==> src/rtl/regfile_wb_scheduler.sv <==
// Write-back scheduler for the 32x32 register file: arbitrates requesters onto A3/WD3/WE3
// and keeps the busy scoreboard that stalls issue. Define WB_RR_ARB_EN for round-robin arbitration.
module regfile_wb_scheduler #(
    parameter int NUM_REQ = 2,
    parameter int XLEN    = 32,
    parameter int RA_W    = 5
) (
    input  logic                    clk,
    input  logic                    reset,
    input  logic [NUM_REQ-1:0]      req_valid,
    input  logic [NUM_REQ*RA_W-1:0] req_rd,
    input  logic [NUM_REQ*XLEN-1:0] req_wd,
    output logic [NUM_REQ-1:0]      req_ready,
    input  logic                    iss_valid,
    input  logic [RA_W-1:0]         iss_rs1,
    input  logic [RA_W-1:0]         iss_rs2,
    input  logic [RA_W-1:0]         iss_rd,
    output logic                    iss_stall,
    output logic [RA_W-1:0]         A3,
    output logic [XLEN-1:0]         WD3,
    output logic                    WE3,
    output logic [2**RA_W-1:0]      busy
);

    localparam int NREG = 2**RA_W;

    logic [NUM_REQ-1:0] w_gnt;
    logic               w_any;
    logic               w_accept;
    logic [RA_W-1:0]    w_sel_rd;
    logic [XLEN-1:0]    w_sel_wd;
    logic               w_issue;
    logic [NREG-1:0]    w_busy_nxt;
    logic [NREG-1:0]    r_busy;

`ifdef WB_RR_ARB_EN
    localparam int PTR_W = (NUM_REQ > 1) ? $clog2(NUM_REQ) : 1;

    logic [PTR_W-1:0] r_ptr;
    logic [PTR_W-1:0] w_ptr_nxt;
    int               w_dist;
    int               w_best;

    // Winner is the valid requester at the smallest circular distance from the pointer.
    always_comb begin
        w_gnt     = '0;
        w_ptr_nxt = r_ptr;
        w_best    = NUM_REQ;
        w_dist    = 0;
        for (int i = 0; i < NUM_REQ; i++) begin
            w_dist = (i >= int'(r_ptr)) ? (i - int'(r_ptr)) : (i + NUM_REQ - int'(r_ptr));
            if (req_valid[i] && (w_dist < w_best)) begin
                w_best    = w_dist;
                w_gnt     = '0;
                w_gnt[i]  = 1'b1;
                w_ptr_nxt = (i == NUM_REQ - 1) ? '0 : PTR_W'(i + 1);
            end
        end
    end

    always_ff @(posedge clk) begin
        if (!reset) begin
            r_ptr <= '0;
        end else if (w_accept) begin
            r_ptr <= w_ptr_nxt;
        end
    end
`else
    always_comb begin
        w_gnt = '0;
        for (int i = NUM_REQ - 1; i >= 0; i--) begin
            if (req_valid[i]) begin
                w_gnt    = '0;
                w_gnt[i] = 1'b1;
            end
        end
    end
`endif

    assign w_any     = |w_gnt;
    assign w_accept  = reset & w_any;
    assign req_ready = reset ? w_gnt : '0;

    always_comb begin
        w_sel_rd = '0;
        w_sel_wd = '0;
        for (int i = 0; i < NUM_REQ; i++) begin
            if (w_gnt[i]) begin
                w_sel_rd = req_rd[i*RA_W +: RA_W];
                w_sel_wd = req_wd[i*XLEN +: XLEN];
            end
        end
    end

    always_ff @(posedge clk) begin
        if (!reset) begin
            A3  <= '0;
            WD3 <= '0;
            WE3 <= 1'b0;
        end else if (w_accept) begin
            A3  <= w_sel_rd;
            WD3 <= w_sel_wd;
            WE3 <= (w_sel_rd != '0);
        end else begin
            WE3 <= 1'b0;
        end
    end

    assign iss_stall = ~reset | (iss_valid & (r_busy[iss_rs1] | r_busy[iss_rs2] | r_busy[iss_rd]));
    assign w_issue   = iss_valid & ~iss_stall & (iss_rd != '0);

    // Set is applied after clear so a new producer keeps ownership on a same-edge collision.
    always_comb begin
        w_busy_nxt = r_busy;
        if (WE3) begin
            w_busy_nxt[A3] = 1'b0;
        end
        if (w_issue) begin
            w_busy_nxt[iss_rd] = 1'b1;
        end
        w_busy_nxt[0] = 1'b0;
    end

    always_ff @(posedge clk) begin
        if (!reset) begin
            r_busy <= '0;
        end else begin
            r_busy <= w_busy_nxt;
        end
    end

    assign busy = r_busy;

endmodule

==> config.mk <==
export PLATFORM = sky130hd
export DESIGN_NAME = regfile_wb_scheduler
export DESIGN_NICKNAME = d
export VERILOG_FILES = /design/src/rtl/regfile_wb_scheduler.sv
export SDC_FILE = /design/constraint.sdc
export NUM_CORES = 1
export LEC_CHECK = 0
export ABC_CLOCK_PERIOD_IN_PS = 6900
export BUFFER_PORTS_ARGS = -buffer_cell sky130_fd_sc_hd__buf_2
export CELL_PAD_IN_SITES_DETAIL_PLACEMENT = 1
export CELL_PAD_IN_SITES_GLOBAL_PLACEMENT = 1
export CORE_MARGIN = 3
export CORE_UTILIZATION = 38
export CTS_BUF_LIST = sky130_fd_sc_hd__clkbuf_8 sky130_fd_sc_hd__clkbuf_16
export CTS_CLUSTER_DIAMETER = 30
export DETAILED_ROUTE_END_ITERATION = 16
export GPL_TIMING_DRIVEN = 0
export PLACE_DENSITY = 0.93
export SKIP_LAST_GASP = 1
export SYNTH_ARGS = -nofsm -noshare
export SYNTH_HDL_FRONTEND = slang
export SYNTH_SLANG_ARGS = --single-unit
==> constraint.sdc <==
create_clock -name clk -period 6.9 [get_ports clk]
set_clock_uncertainty 0.05 [all_clocks]
set_input_delay 2.07 -clock clk [delete_from_list [all_inputs] [get_ports clk]]
set_output_delay 2.07 -clock clk [all_outputs]
set_load 0.01 [all_outputs]
# ---- Word level (Yosys, flattened, before mapping)
# Index checks and enable logic that the tools add are counted.
dict set report classes {
  magnitude_cmp 6
  mux 19
  bitwise 12
  n_reduce_logical 6
}
# operator n
set ops {}
lappend ops {{$mux 32} 4}
lappend ops {{$and 32x32->32} 1}
lappend ops {{$not 32->32} 1}
lappend ops {{$or 32x32->32} 1}
lappend ops {{$lt 5x6->1 const B} 4}
lappend ops {{$bmux 1 s5} 3}
lappend ops {{$demux 1 s5} 2}
lappend ops {{$ge 5x1->1 const B} 2}
lappend ops {{$mux 5} 2}
lappend ops {{$reduce_bool 5->1} 2}
lappend ops {{$mux 2} 3}
lappend ops {{$mux 1} 5}
lappend ops {{$and 1x1->1} 4}
lappend ops {{$or 1x1->1} 3}
lappend ops {{$logic_and 1x1->1} 2}
lappend ops {{$not 1->1} 2}
lappend ops {{$reduce_and 2->1} 1}
lappend ops {{$reduce_or 2->1} 1}
dict set report word_totals {
  reg_bits 70
  output_inout_bits 73
}

# ---- Depth between registers and ports, before layout
# Gate-level depths: netlist (run 1).
dict set report depth {
  word_depth 10
  ltp_mapped 9
  depth_no_buf 6
}

# ---- Worst setup path after synthesis (run 1)
# No wires, ideal clock.
dict set report synth_timing {
  kind {input port to output port}
  from {in iss_rs2[0]}
  to {out iss_stall}
  t_arrival_ps 3505
  required_time_ps 4780
  slack_ps 1275
  path_stages 7
  n_path_buf 1
  cell_sequence {buf_6 mux4_2 mux2i_1 o32ai_1 a211oi_2 nand4b_4 a21bo_1}
}
dict set report synth_between {
  elab_chain_cells 6
}
# element line_no
set synth_rtl {}
lappend synth_rtl {{start, declared} 16} ;# input logic [RA_W-1:0] iss_rs2,
lappend synth_rtl {{$bmux 1 s5} 109} ;# assign iss_stall = ~reset | (iss_valid & (r_busy[iss_rs1] | r_busy[iss_rs2] | r_busy[iss_rd]));
lappend synth_rtl {{$mux 1 (not written as such)} 109}
lappend synth_rtl {{$or 1x1->1 (2 in series)} 109}
lappend synth_rtl {{$and 1x1->1} 109}
lappend synth_rtl {{$or 1x1->1} 109}
lappend synth_rtl {{end, declared} 18} ;# output logic iss_stall,
# Every way passes these cells. The select of a mux whose other input is x is not followed.

# ---- Worst setup path in the final report (run 1)
dict set report layout_timing {
  from {in iss_rs1[0]}
  to {out iss_stall}
}
dict set report layout_between {
  elab_chain_cells 6
}
# element line_no
set layout_rtl {}
lappend layout_rtl {{start, declared} 15} ;# input logic [RA_W-1:0] iss_rs1,
lappend layout_rtl {{$bmux 1 s5} 109}
lappend layout_rtl {{$mux 1 (not written as such)} 109}
lappend layout_rtl {{$or 1x1->1 (2 in series)} 109}
lappend layout_rtl {{$and 1x1->1} 109}
lappend layout_rtl {{$or 1x1->1} 109}
# Every way passes these cells. The select of a mux whose other input is x is not followed.

==> metrics.txt, run 1 <==
hold slack final=0.519 ns; via/cell ratio=5.78; Final Routed Wirelength=15800 um; routed via count=4545; htree depth=3; Inserted Clock Buffers=9; HP Class=reg -> reg; Lkg Pwr=2.43 nW; Routed WL per cell=20.0 um; Reg2Reg Launch Point=busy[15]$_SDFF_PN0_; Yosys reg bits=69; IO Count=167; pin count of the biggest net entering global routing=11; critical path arrival=3.93 ns; fmax=165 MHz; FP Rows=37; CTS tree=done; clk sink count=69; Critical Path Source Type=primary input; Crit. End Element=output pin; 1st-pass router iterations=4; ANT cells=0; clock-pin slew on the worst setup and hold paths=0.07 ns; clk root buf=clkbuf_8; Worst-Margin Slew=1.32 ns; layout cell share with drive strength beyond 1=36.3%; Place WS=0.886 ns; Final ANT Viol Nets=0; sequential share of the synthesized area=32.6%; CP Data Required Time=4.78 ns; die area=0.0125 sq mm; Buffers on Ports=158; HPWL Detailed=12400 um; Final Hold Viols=0; Final Util=50.6%; endpoints failing setup=0; Fin Setup TNS=0 ns; core area=0.0106 sq mm; # Max-Cap Violations=0; hold path startpoint=busy[27]$_SDFF_PN0_; Post-Syn Instances=479; Netlist Area Pre-Place=0.00424 sq mm; synthesis-to-layout area growth=26.5%; GRT Total Usage=25.1%; Initial Util=40.0%; P per Cell Area=170 mW/mm^2; Slew headroom=11.5%; Remaining Overflow, GRT=0; part of the cycle the worst path needs=87.7%; number of global-route vias before repair=4933; synthesized area per cell=8.86 sq um; Filler Cell Count=1332; Hold Path Stages=2; number of library cell types mapped by synthesis=47; hold endpoint=busy[27]$_SDFF_PN0_; Synthesized Nets=573; DR DRC count=0; first-pass GRT wire length=25400 um; worst-path fanout max=10; post-route minimum period=6.05 ns; clk_lat worst skew=0.36 ns; final setup margin=0.850 ns; RSZ-0062 raised after global routing=no; Ys Warns=0; Nets=742; Max IR drop VDD=0.108 mV; Reg2Reg Capture Point=busy[19]$_SDFF_PN0_; Setup CP Type=in -> out; status=complete, no violations; initial antenna violation count=0; clock buffer depth=2; post-cts sizing count=0; initial drt markers=295; final max-slew violation count=0; Die H=112 um; postcts setup bufs=0; FF-to-FF path depth=7; Die Wd=112 um; # hold bufs at CTS=0; slack of the worst reg-to-reg path=4.75 ns; GPL Wtd Cong=0.907
## how the worst max path moves through the flow
stage                          start         to
final                     iss_rs1[0]  iss_stall
after global routing      iss_rs1[0]  iss_stall
after CTS                 iss_rs1[1]  iss_stall
after detailed placement  iss_rs1[1]  iss_stall
after global placement    iss_rs1[1]  iss_stall
after floorplan           iss_rs2[0]  iss_stall
## layer usage
layer	vias to the layer above	share of wire (%)	global-route usage, %
met5	-	0	0
met3	31	10	8.64
li1	2064	-	-
met1	2202	39	29.7
met4	0	2.1	6.81
met2	248	49	43.2
## per-stage QoR
| stage | total power [mW] | instances | instance area, sq um |
|---|---|---|---|
| global placement | 0.611 | 773 | 5200 |
| floorplan | 0.544 | 479 | 4240 |
| global route | 0.958 | 787 | 5370 |
| CTS | 0.915 | 787 | 5370 |
| finish | 0.911 | 787 | 5370 |
| detailed placement | 0.622 | 773 | 5200 |
## power by group
group / switching [mW] / internal (mW)
clock network: 0.152 / 0.144
registers: 0.0101 / 0.414
logic: 0.111 / 0.0803
total: 0.273 / 0.638
## final cells by class
type | count | area (sq um) | share of cell area [%]
Timing Repair Buffer | 158 | 791 | 14.7
Sequential cell | 69 | 1380 | 25.7
Multi-Input combinational cell | 365 | 2630 | 49.0
Inverter | 5 | 18.8 | 0.350
Buffer | 40 | 213 | 3.96
Clock buffer | 11 | 151 | 2.82
Clock inverter | 3 | 13.8 | 0.256
Tap cell | 136 | 170 | 3.17
## registers in the layout, indices dropped and copies added, names as in the netlist
name,cells
busy,31
WE3,1
A3,5
WD3,32
## synth_stat cells (all sizes together)
library cell	n	area, sq um
o21ai	72	473
nand2	70	263
dfxtp	69	1380
mux2i	48	480
and2	39	244
o211ai	31	233
clkbuf	25	93.8
nor2	20	75.1
buf	15	119
mux4	14	315
nand3	13	65.1
mux2	7	82.6
nor3	7	35.0
nand3b	6	45.0
inv	5	18.8
nand2b	5	31.3
o22ai	3	18.8
o311ai	3	33.8
or3b	3	26.3
a221oi	2	17.5
a22oi	2	15.0
nand4b	2	32.5
nor2b	2	12.5
or4	2	15.0
a2111oi	1	8.76
a211oi	1	12.5
a21bo	1	10.0
a2bb2oi	1	8.76
a311oi	1	8.76
and2b	1	7.51
and3	1	6.26
and3b	1	8.76
conb	1	3.75
nor3b	1	7.51
nor4b	1	8.76
o2111ai	1	8.76
o32ai	1	8.76
or3	1	6.26
## kinds of logic (layout without fill, tap and decap cells)
logic type      Yosys count  after routing  share of synthesized area, %
compound gates          120            120                          20.2
buf+inv                  45            217                          5.46
flops                    69             69                          32.6
mux                      69             69                          20.7
other cells               1              1                        0.0884
simple gates            175            175                          21.0
## cell usage in the layout, fill, tap and decap left out, drive strengths merged, types with 2 or more instances in the layout
master,count
and2,39
dfxtp,69
mux4,14
o211ai,31
mux2,7
nor3,7
nand4b,2
o21ai,72
a22oi,2
nand2b,5
o22ai,3
o311ai,3
clkinv,2
buf,173
or3b,3
mux2i,48
nor2b,2
nand2,70
nand3,13
or4,2
nand3b,6
clkbuf,36
nor2,20
inv,6
a221oi,2
## critical path, stage by stage
cell	delay (ns)
buf_2	0.14
clkbuf_1	0.32
nor2b_1	0.10
a221oi_1	0.31
o32ai_1	0.15
a211oi_2	0.23
nand4b_4	0.21
a21bo_1	0.26
buf_2	0.14
(Power assumes the default switching activity.)
==> run 2: changes to the inputs <==
--- a/config.mk
+++ b/config.mk
@@ -5,17 +5,18 @@
 export SDC_FILE = /design/constraint.sdc
 export NUM_CORES = 1
 export LEC_CHECK = 0
+export ABC_AREA = 1
 export ABC_CLOCK_PERIOD_IN_PS = 6900
 export BUFFER_PORTS_ARGS = -buffer_cell sky130_fd_sc_hd__buf_2
 export CELL_PAD_IN_SITES_DETAIL_PLACEMENT = 1
 export CELL_PAD_IN_SITES_GLOBAL_PLACEMENT = 1
 export CORE_MARGIN = 3
-export CORE_UTILIZATION = 38
+export CORE_UTILIZATION = 36
 export CTS_BUF_LIST = sky130_fd_sc_hd__clkbuf_8 sky130_fd_sc_hd__clkbuf_16
 export CTS_CLUSTER_DIAMETER = 30
 export DETAILED_ROUTE_END_ITERATION = 16
 export GPL_TIMING_DRIVEN = 0
-export PLACE_DENSITY = 0.93
+export PLACE_DENSITY = 0.95
 export SKIP_LAST_GASP = 1
 export SYNTH_ARGS = -nofsm -noshare
 export SYNTH_HDL_FRONTEND = slang
==> metrics.txt, run 2 <==
fmax=171 MHz (was 165 MHz); routed via count=5690 (was 4545); Remaining Overflow, GRT=0 (unchanged); worst-path fanout max=10 (unchanged); synth cell count leaders=nand2_1, nand3_1, inv_1 (was nand2_1, dfxtp_1, mux2i_1); Synth area leader=dfxtp_1 (unchanged); number of synthesized flops with an enable pin=0 (unchanged); # hold bufs at CTS=0 (unchanged); postcts setup bufs=0 (unchanged); Setup CP Type=in -> out (unchanged); Routed WL per cell=18.1 um (was 20.0 um); DP Cell Count=1015 (was 773); number of library cell types mapped by synthesis=24 (was 47); part of the cycle the worst path needs=84.7% (was 87.7%); fin cells=1030 (was 787); Synth area leaders=dfxtp_1, nand3_1, nand2_1, inv_1, o211ai_1 (was dfxtp_1, mux2i_1, mux4_2, nand2_1, o21ai_2); sequential share of the synthesized area=31.3% (was 32.6%); most frequent cells in the layout=buf_2, nand2_1, nand3_1, inv_1, dfxtp_1 (was buf_2, nand2_1, dfxtp_1, mux2i_1, o21ai_0); FP Rows=39 (was 37); initial antenna violation count=0 (unchanged); Crit. End Element=output pin (unchanged); critical path launch point=iss_rs1[0] (unchanged); Die H=117 um (was 112 um); Ys Warns=0 (unchanged); Worst-Margin Slew=0.511 ns (was 1.32 ns); commonest non-fill, non-tap cell in the layout=buf_2 (unchanged); ys async rst share=0% (unchanged); top-area cell type share of the netlist area=31.3% (was 32.6%); pin count of the biggest net entering global routing=13 (was 11); die area=0.0136 sq mm (was 0.0125 sq mm); Inserted Clock Buffers=9 (unchanged); critical path arrival=3.73 ns (was 3.93 ns); clock buffer depth=2 (unchanged); DR DRC count=0 (unchanged); Reg with most FFs=WD3 (unchanged); Buffers on Ports=160 (was 158); status=complete, no violations (unchanged); Final Routed Wirelength=18600 um (was 15800 um); clk sink count=69 (unchanged); P per Cell Area=199 mW/mm^2 (was 170 mW/mm^2); via/cell ratio=5.52 (was 5.78); ANT cells=0 (unchanged); Initial Util=37.7% (was 40.0%); Die Wd=117 um (was 112 um); hold path startpoint=WD3[9]$_SDFFE_PN0P_ (was busy[27]$_SDFF_PN0_); post-route minimum period=5.85 ns (was 6.05 ns); Final Hold Viols=0 (unchanged); Fin Setup TNS=0 ns (unchanged); GRT Total Usage=27.4% (was 25.1%); post-cts sizing count=0 (unchanged); max reg flops=32 (unchanged); endpoints failing setup=0 (unchanged); first-pass GRT wire length=29500 um (was 25400 um); Reg2Reg Capture Point=busy[18]$_SDFF_PN0_ (was busy[19]$_SDFF_PN0_); # Max-Cap Violations=0 (unchanged); 1st-pass router iterations=5 (was 4); Lkg Pwr=2.91 nW (was 2.43 nW); slack of the worst reg-to-reg path=5.06 ns (was 4.75 ns); CP Data Required Time=4.78 ns (about the same); htree depth=3 (unchanged); final max-slew violation count=0 (unchanged); HP Class=reg -> reg (unchanged); initial drt markers=333 (was 295); Synthesized Nets=806 (was 573); Max IR drop VDD=0.130 mV (was 0.108 mV); synthesized area per cell=6.21 sq um (was 8.86 sq um); GPL Wtd Cong=0.884 (was 0.907); FF-to-FF path depth=14 (was 7); most numerous cell in the Yosys netlist=nand2_1 (unchanged); clk_lat worst skew=0.34 ns (was 0.36 ns); Post-Syn Instances=712 (was 479); Slew headroom=66.0% (was 11.5%); layout cell share with drive strength beyond 1=23.6% (was 36.3%); Synth Flop Type=dfxtp_1 (unchanged); hold endpoint=WD3[9]$_SDFFE_PN0P_ (was busy[27]$_SDFF_PN0_); Nets=977 (was 742); clock-pin slew on the worst setup and hold paths=0.06 ns (was 0.07 ns); CTS tree=done (unchanged); Hold Path Stages=2 (unchanged); Final Util=48.8% (was 50.6%); final setup margin=1.05 ns (was 0.850 ns); number of global-route vias before repair=6035 (was 4933); Netlist Area Pre-Place=0.00442 sq mm (was 0.00424 sq mm); IO Count=167 (unchanged); Place WS=1.11 ns (was 0.886 ns); HPWL Detailed=14500 um (was 12400 um); Reg2Reg Launch Point=busy[9]$_SDFF_PN0_ (was busy[15]$_SDFF_PN0_); synthesis-to-layout area growth=29.3% (was 26.5%); RSZ-0062 raised after global routing=no (unchanged); Critical Path Source Type=primary input (unchanged); Yosys reg bits=69 (unchanged); Final ANT Viol Nets=0 (unchanged); clk root buf=clkbuf_16 (was clkbuf_8); core area=0.0117 sq mm (was 0.0106 sq mm)
==> run 2: cell types whose count changed after synthesis, sizes merged, moves of 9 or more <==
cell,delta
mux2i,-48
o211ai,+9
o21ai,-28
and2,-39
nand3,+120
nand2,+68
nor2,+29
mux4,-14
a21oi,+42
buf,+12
inv,+102
nand4,+32
==> run 2: worst max path at each step <==
stage,endpoint,slack (ns),cells after the start
finish,iss_stall,1.05,16
CTS,iss_stall,1.09,16
global route,iss_stall,0.89,15
floorplan,iss_stall,1.55,15
detailed placement,iss_stall,1.11,16
global placement,iss_stall,1.16,16
==> run 2: metrics by stage <==
stage	instance area (sq um)	power, mW	hold WS [ns]
after CTS	5710	1.14	0.452
after global routing	5710	1.18	0.472
after global placement	5400	0.643	0.427
after floorplan	4420	0.560	0.461
after detailed placement	5400	0.651	0.429
final	5710	1.14	0.449
==> run 2: cells by family after synthesis <==
logic type / after synthesis / share of synthesized area (%)
buffers and inverters: 156 / 14.8
AO/OA/AOI/OAI: 126 / 16.5
AND/OR/NAND/NOR: 360 / 37.3
flip-flops: 69 / 31.3
other: 1 / 0.0849
==> run 2: metal layers <==
layer | share of wire (%) | global-route usage, % | vias to the layer above
li1 | - | - | 2720
met4 | 3.2 | 10.5 | 0
met2 | 50 | 50.7 | 252
met3 | 7.5 | 6.74 | 53
met5 | 0 | 0 | -
met1 | 39 | 30.0 | 2665
==> run 2: worst max-delay path, cell delays in order <==
cell	delay (ns)
buf_2	0.15
inv_2	0.13
buf_4	0.19
nand2_1	0.07
nand3_1	0.08
nand3_1	0.09
nand3_1	0.09
nand2_1	0.06
nand2_1	0.07
nand2_1	0.07
inv_1	0.07
nand3_2	0.09
nand2_4	0.12
buf_6	0.15
nand2_1	0.06
buf_2	0.16
==> run 2: layout make-up <==
cell class	count	area [sq um]
clock buffer	9	225
inverter	108	405
tap	143	179
sequential	69	1380
fill	1626	6000
clock inverter	6	88.8
multi-input combinational	487	2380
timing repair buffer	160	801
buffer	48	249
==> run 2: power breakdown <==
group | internal, mW | switching (mW)
combinational | 0.0777 | 0.139
clock | 0.314 | 0.177
sequential | 0.417 | 0.0136
==> run 3: changes to the inputs <==
--- a/config.mk
+++ b/config.mk
@@ -5,18 +5,18 @@
 export SDC_FILE = /design/constraint.sdc
 export NUM_CORES = 1
 export LEC_CHECK = 0
-export ABC_AREA = 1
-export ABC_CLOCK_PERIOD_IN_PS = 6900
+export ABC_AREA = 0
+export ABC_CLOCK_PERIOD_IN_PS = 4970
 export BUFFER_PORTS_ARGS = -buffer_cell sky130_fd_sc_hd__buf_2
 export CELL_PAD_IN_SITES_DETAIL_PLACEMENT = 1
 export CELL_PAD_IN_SITES_GLOBAL_PLACEMENT = 1
 export CORE_MARGIN = 3
-export CORE_UTILIZATION = 36
+export CORE_UTILIZATION = 32
 export CTS_BUF_LIST = sky130_fd_sc_hd__clkbuf_8 sky130_fd_sc_hd__clkbuf_16
 export CTS_CLUSTER_DIAMETER = 30
 export DETAILED_ROUTE_END_ITERATION = 16
 export GPL_TIMING_DRIVEN = 0
-export PLACE_DENSITY = 0.95
+export PLACE_DENSITY = 0.85
 export SKIP_LAST_GASP = 1
 export SYNTH_ARGS = -nofsm -noshare
 export SYNTH_HDL_FRONTEND = slang
==> constraint.sdc (replaced) <==
create_clock -name clk -period 4.97 [get_ports clk]
set_clock_uncertainty 0.05 [all_clocks]
set_input_delay 1.491 -clock clk [delete_from_list [all_inputs] [get_ports clk]]
set_output_delay 1.491 -clock clk [all_outputs]
set_load 0.01 [all_outputs]
==> metrics.txt, run 3 (synthesized netlist as in run 1, its figures left out) <==
Lkg Pwr=2.48 nW (was 2.91 nW); pin count of the biggest net entering global routing=11 (was 13); Place WS=0.140 ns (was 1.11 ns); IO Count=167 (unchanged); htree depth=3 (unchanged); max reg flops=32 (unchanged); Crit path top cell by count=buf_2 (was nand2_1); Worst path slowest cell=mux4_2 (was buf_4); commonest non-fill, non-tap cell in the layout=buf_2 (unchanged); Reg with most FFs=WD3 (unchanged); register area=0.00138 sq mm (unchanged); Reg2Reg Launch Point=busy[14]$_SDFF_PN0_ (was busy[9]$_SDFF_PN0_); initial antenna violation count=0 (unchanged); final max-slew violation count=0 (unchanged); Final ANT Viol Nets=0 (unchanged); first-pass GRT wire length=25000 um (was 29500 um); Final Util=43.2% (was 48.8%); synthesis-to-layout area growth=30.1% (was 29.3%); Initial Util=33.2% (was 37.7%); critical path launch point=iss_rd[0] (was iss_rs1[0]); routed via count=4406 (was 5690); Filler Cell Count=1602 (was 1626); Crit. End Element=output pin (unchanged); Slew headroom=15.6% (was 66.0%); Multi-input gate area=0.00263 sq mm (was 0.00238 sq mm); # Max-Cap Violations=0 (unchanged); post-route minimum period=4.86 ns; worst-path fanout max=10 (unchanged); CTS tree=done (unchanged); Critical Path Source Type=primary input (unchanged); critical path arrival=3.32 ns (was 3.73 ns); DR DRC count=0 (unchanged); CP Capture Point=iss_stall (unchanged); Setup CP Type=in -> out (unchanged); Buffers on Ports=158 (was 160); HP Class=reg -> reg (unchanged); Final Routed Wirelength=15500 um (was 18600 um); Fin Setup TNS=0 ns (unchanged); core area=0.0128 sq mm (was 0.0117 sq mm); status=complete, no violations (unchanged); Max IR drop VDD=0.130 mV (about the same); Worst path max stage delay=0.49 ns (was 0.19 ns); HPWL Detailed=12400 um (was 14500 um); 1st-pass router iterations=5 (unchanged); Remaining Overflow, GRT=0 (unchanged); Tot Pwr=1.43 mW (was 1.14 mW); part of the cycle the worst path needs=97.7%; P per Cell Area=259 mW/mm^2 (was 199 mW/mm^2); number of global-route vias before repair=4736 (was 6035); GRT Total Usage=21.4% (was 27.4%); FP Rows=41 (was 39); worst path cell trace=buf_2 -> buf_6 -> mux4_2 -> nand3_1 -> o2111ai_1 -> o311ai_2 -> nand4b_4 -> a21bo_1 -> buf_2 (was buf_2 -> inv_2 -> buf_4 -> nand2_1 -> nand3_1 -> nand3_1 -> nand3_1 -> nand2_1 -> nand2_1 -> nand2_1 -> inv_1 -> nand3_2 -> nand2_4 -> buf_6 -> nand2_1 -> buf_2); CP Data Required Time=3.43 ns (was 4.78 ns); Reg2Reg Capture Point=busy[5]$_SDFF_PN0_ (was busy[18]$_SDFF_PN0_); endpoints failing setup=0 (unchanged); via/cell ratio=5.35 (was 5.52); Routed WL per cell=18.8 um (was 18.1 um); clock buffer depth=2 (unchanged); FF-to-FF path depth=7 (was 14); postcts setup bufs=0 (unchanged); clk root buf=clkbuf_16 (unchanged); clock-pin slew on the worst setup and hold paths=0.05 ns (was 0.06 ns); clk_lat worst skew=0.32 ns (was 0.34 ns); clk sink count=69 (unchanged); fmax=206 MHz; RSZ-0062 raised after global routing=no (unchanged); final setup margin=0.113 ns (was 1.05 ns); initial drt markers=213 (was 333); Worst-Margin Slew=1.26 ns (was 0.511 ns); die area=0.0147 sq mm (was 0.0136 sq mm); Final Hold Viols=0 (unchanged); ANT cells=0 (unchanged); Inserted Clock Buffers=9 (unchanged); hold slack final=0.508 ns (was 0.449 ns); Die H=121 um (was 117 um); Nets=742 (was 977); most frequent cells in the layout=buf_2, nand2_1, dfxtp_1, mux2i_1, o21ai_0 (was buf_2, nand2_1, nand3_1, inv_1, dfxtp_1); slack of the worst reg-to-reg path=2.88 ns (was 5.06 ns); GPL Wtd Cong=0.927 (was 0.884); layout cell share with drive strength beyond 1=36.6% (was 23.6%); Die Wd=121 um (was 117 um)
run 3: cell count changes in the layout (fill, tap and decap cells not counted), moves of 10 or more:
| cell | previous run | this run |
|---|---|---|
| buf_2 | 173 | 163 |
| nand3_1 | 132 | 13 |
| mux2i_1 | 0 | 48 |
| nand2_1 | 134 | 70 |
| nand4_1 | 32 | 0 |
| o21ai_2 | 0 | 30 |
| a21oi_1 | 42 | 0 |
| inv_1 | 102 | 6 |
| and2_1 | 0 | 39 |
| mux4_2 | 0 | 14 |
| nor2_1 | 46 | 20 |
run 3: worst max-delay path, delay by kind of cell:
kind,cells,cell delay [ns]
AOI/OAI and AO/OA,3,0.53
buffers and inverters,3,0.46
muxes,1,0.49
and+or+nand+nor,2,0.33
run 3: layout make-up:
cell class	count	share of cell area [%]
Tap cell	172	3.90
Clock inverter	3	0.249
Clock buffer	11	4.58
Sequential cell	69	25.0
Inverter	5	0.340
Multi-Input combinational cell	365	47.7
Timing Repair Buffer	158	14.3
Buffer	40	3.90
run 3: how the worst min path moves through the flow:
| stage | from | endpoint | slack, ns | cells after the start |
|---|---|---|---|---|
| final | busy[31]$_SDFF_PN0_ | busy[31]$_SDFF_PN0_ | 0.51 | 2 |
| after global routing | busy[31]$_SDFF_PN0_ | busy[31]$_SDFF_PN0_ | 0.54 | 2 |
| after CTS | busy[31]$_SDFF_PN0_ | busy[31]$_SDFF_PN0_ | 0.51 | 2 |
| after detailed placement | busy[31]$_SDFF_PN0_ | busy[31]$_SDFF_PN0_ | 0.50 | 2 |
| after global placement | busy[31]$_SDFF_PN0_ | busy[31]$_SDFF_PN0_ | 0.49 | 2 |
| after floorplan | busy[31]$_SDFF_PN0_ | busy[31]$_SDFF_PN0_ | 0.49 | 2 |
run 3: metrics by stage:
step / std cells / cell area [sq um]
finish: 823 / 5520
global route: 823 / 5520
CTS: 823 / 5510
detailed placement: 809 / 5250
global placement: 809 / 5250
floorplan: 479 / 4240
run 3: power by group:
| group | switching, mW | internal [mW] | total (mW) |
|---|---|---|---|
| clock | 0.220 | 0.355 | 0.576 |
| combinational | 0.149 | 0.112 | 0.261 |
| sequential | 0.0148 | 0.575 | 0.590 |
| total | 0.384 | 1.04 | 1.43 |
run 3: timing repair:
item	4_1_cts	5_1_grt
hold buffers	0	0
endpoints found under the setup margin	0	1
resized for setup	0	5
run 3: per-layer routing:
| layer | vias up | global-route usage [%] | share of wire (%) |
|---|---|---|---|
| met5 | - | 0 | 0 |
| met4 | 0 | 7.00 | 2.0 |
| met3 | 25 | 6.06 | 9.5 |
| met2 | 198 | 36.4 | 48 |
| met1 | 2107 | 26.0 | 41 |
| li1 | 2076 | - | - |
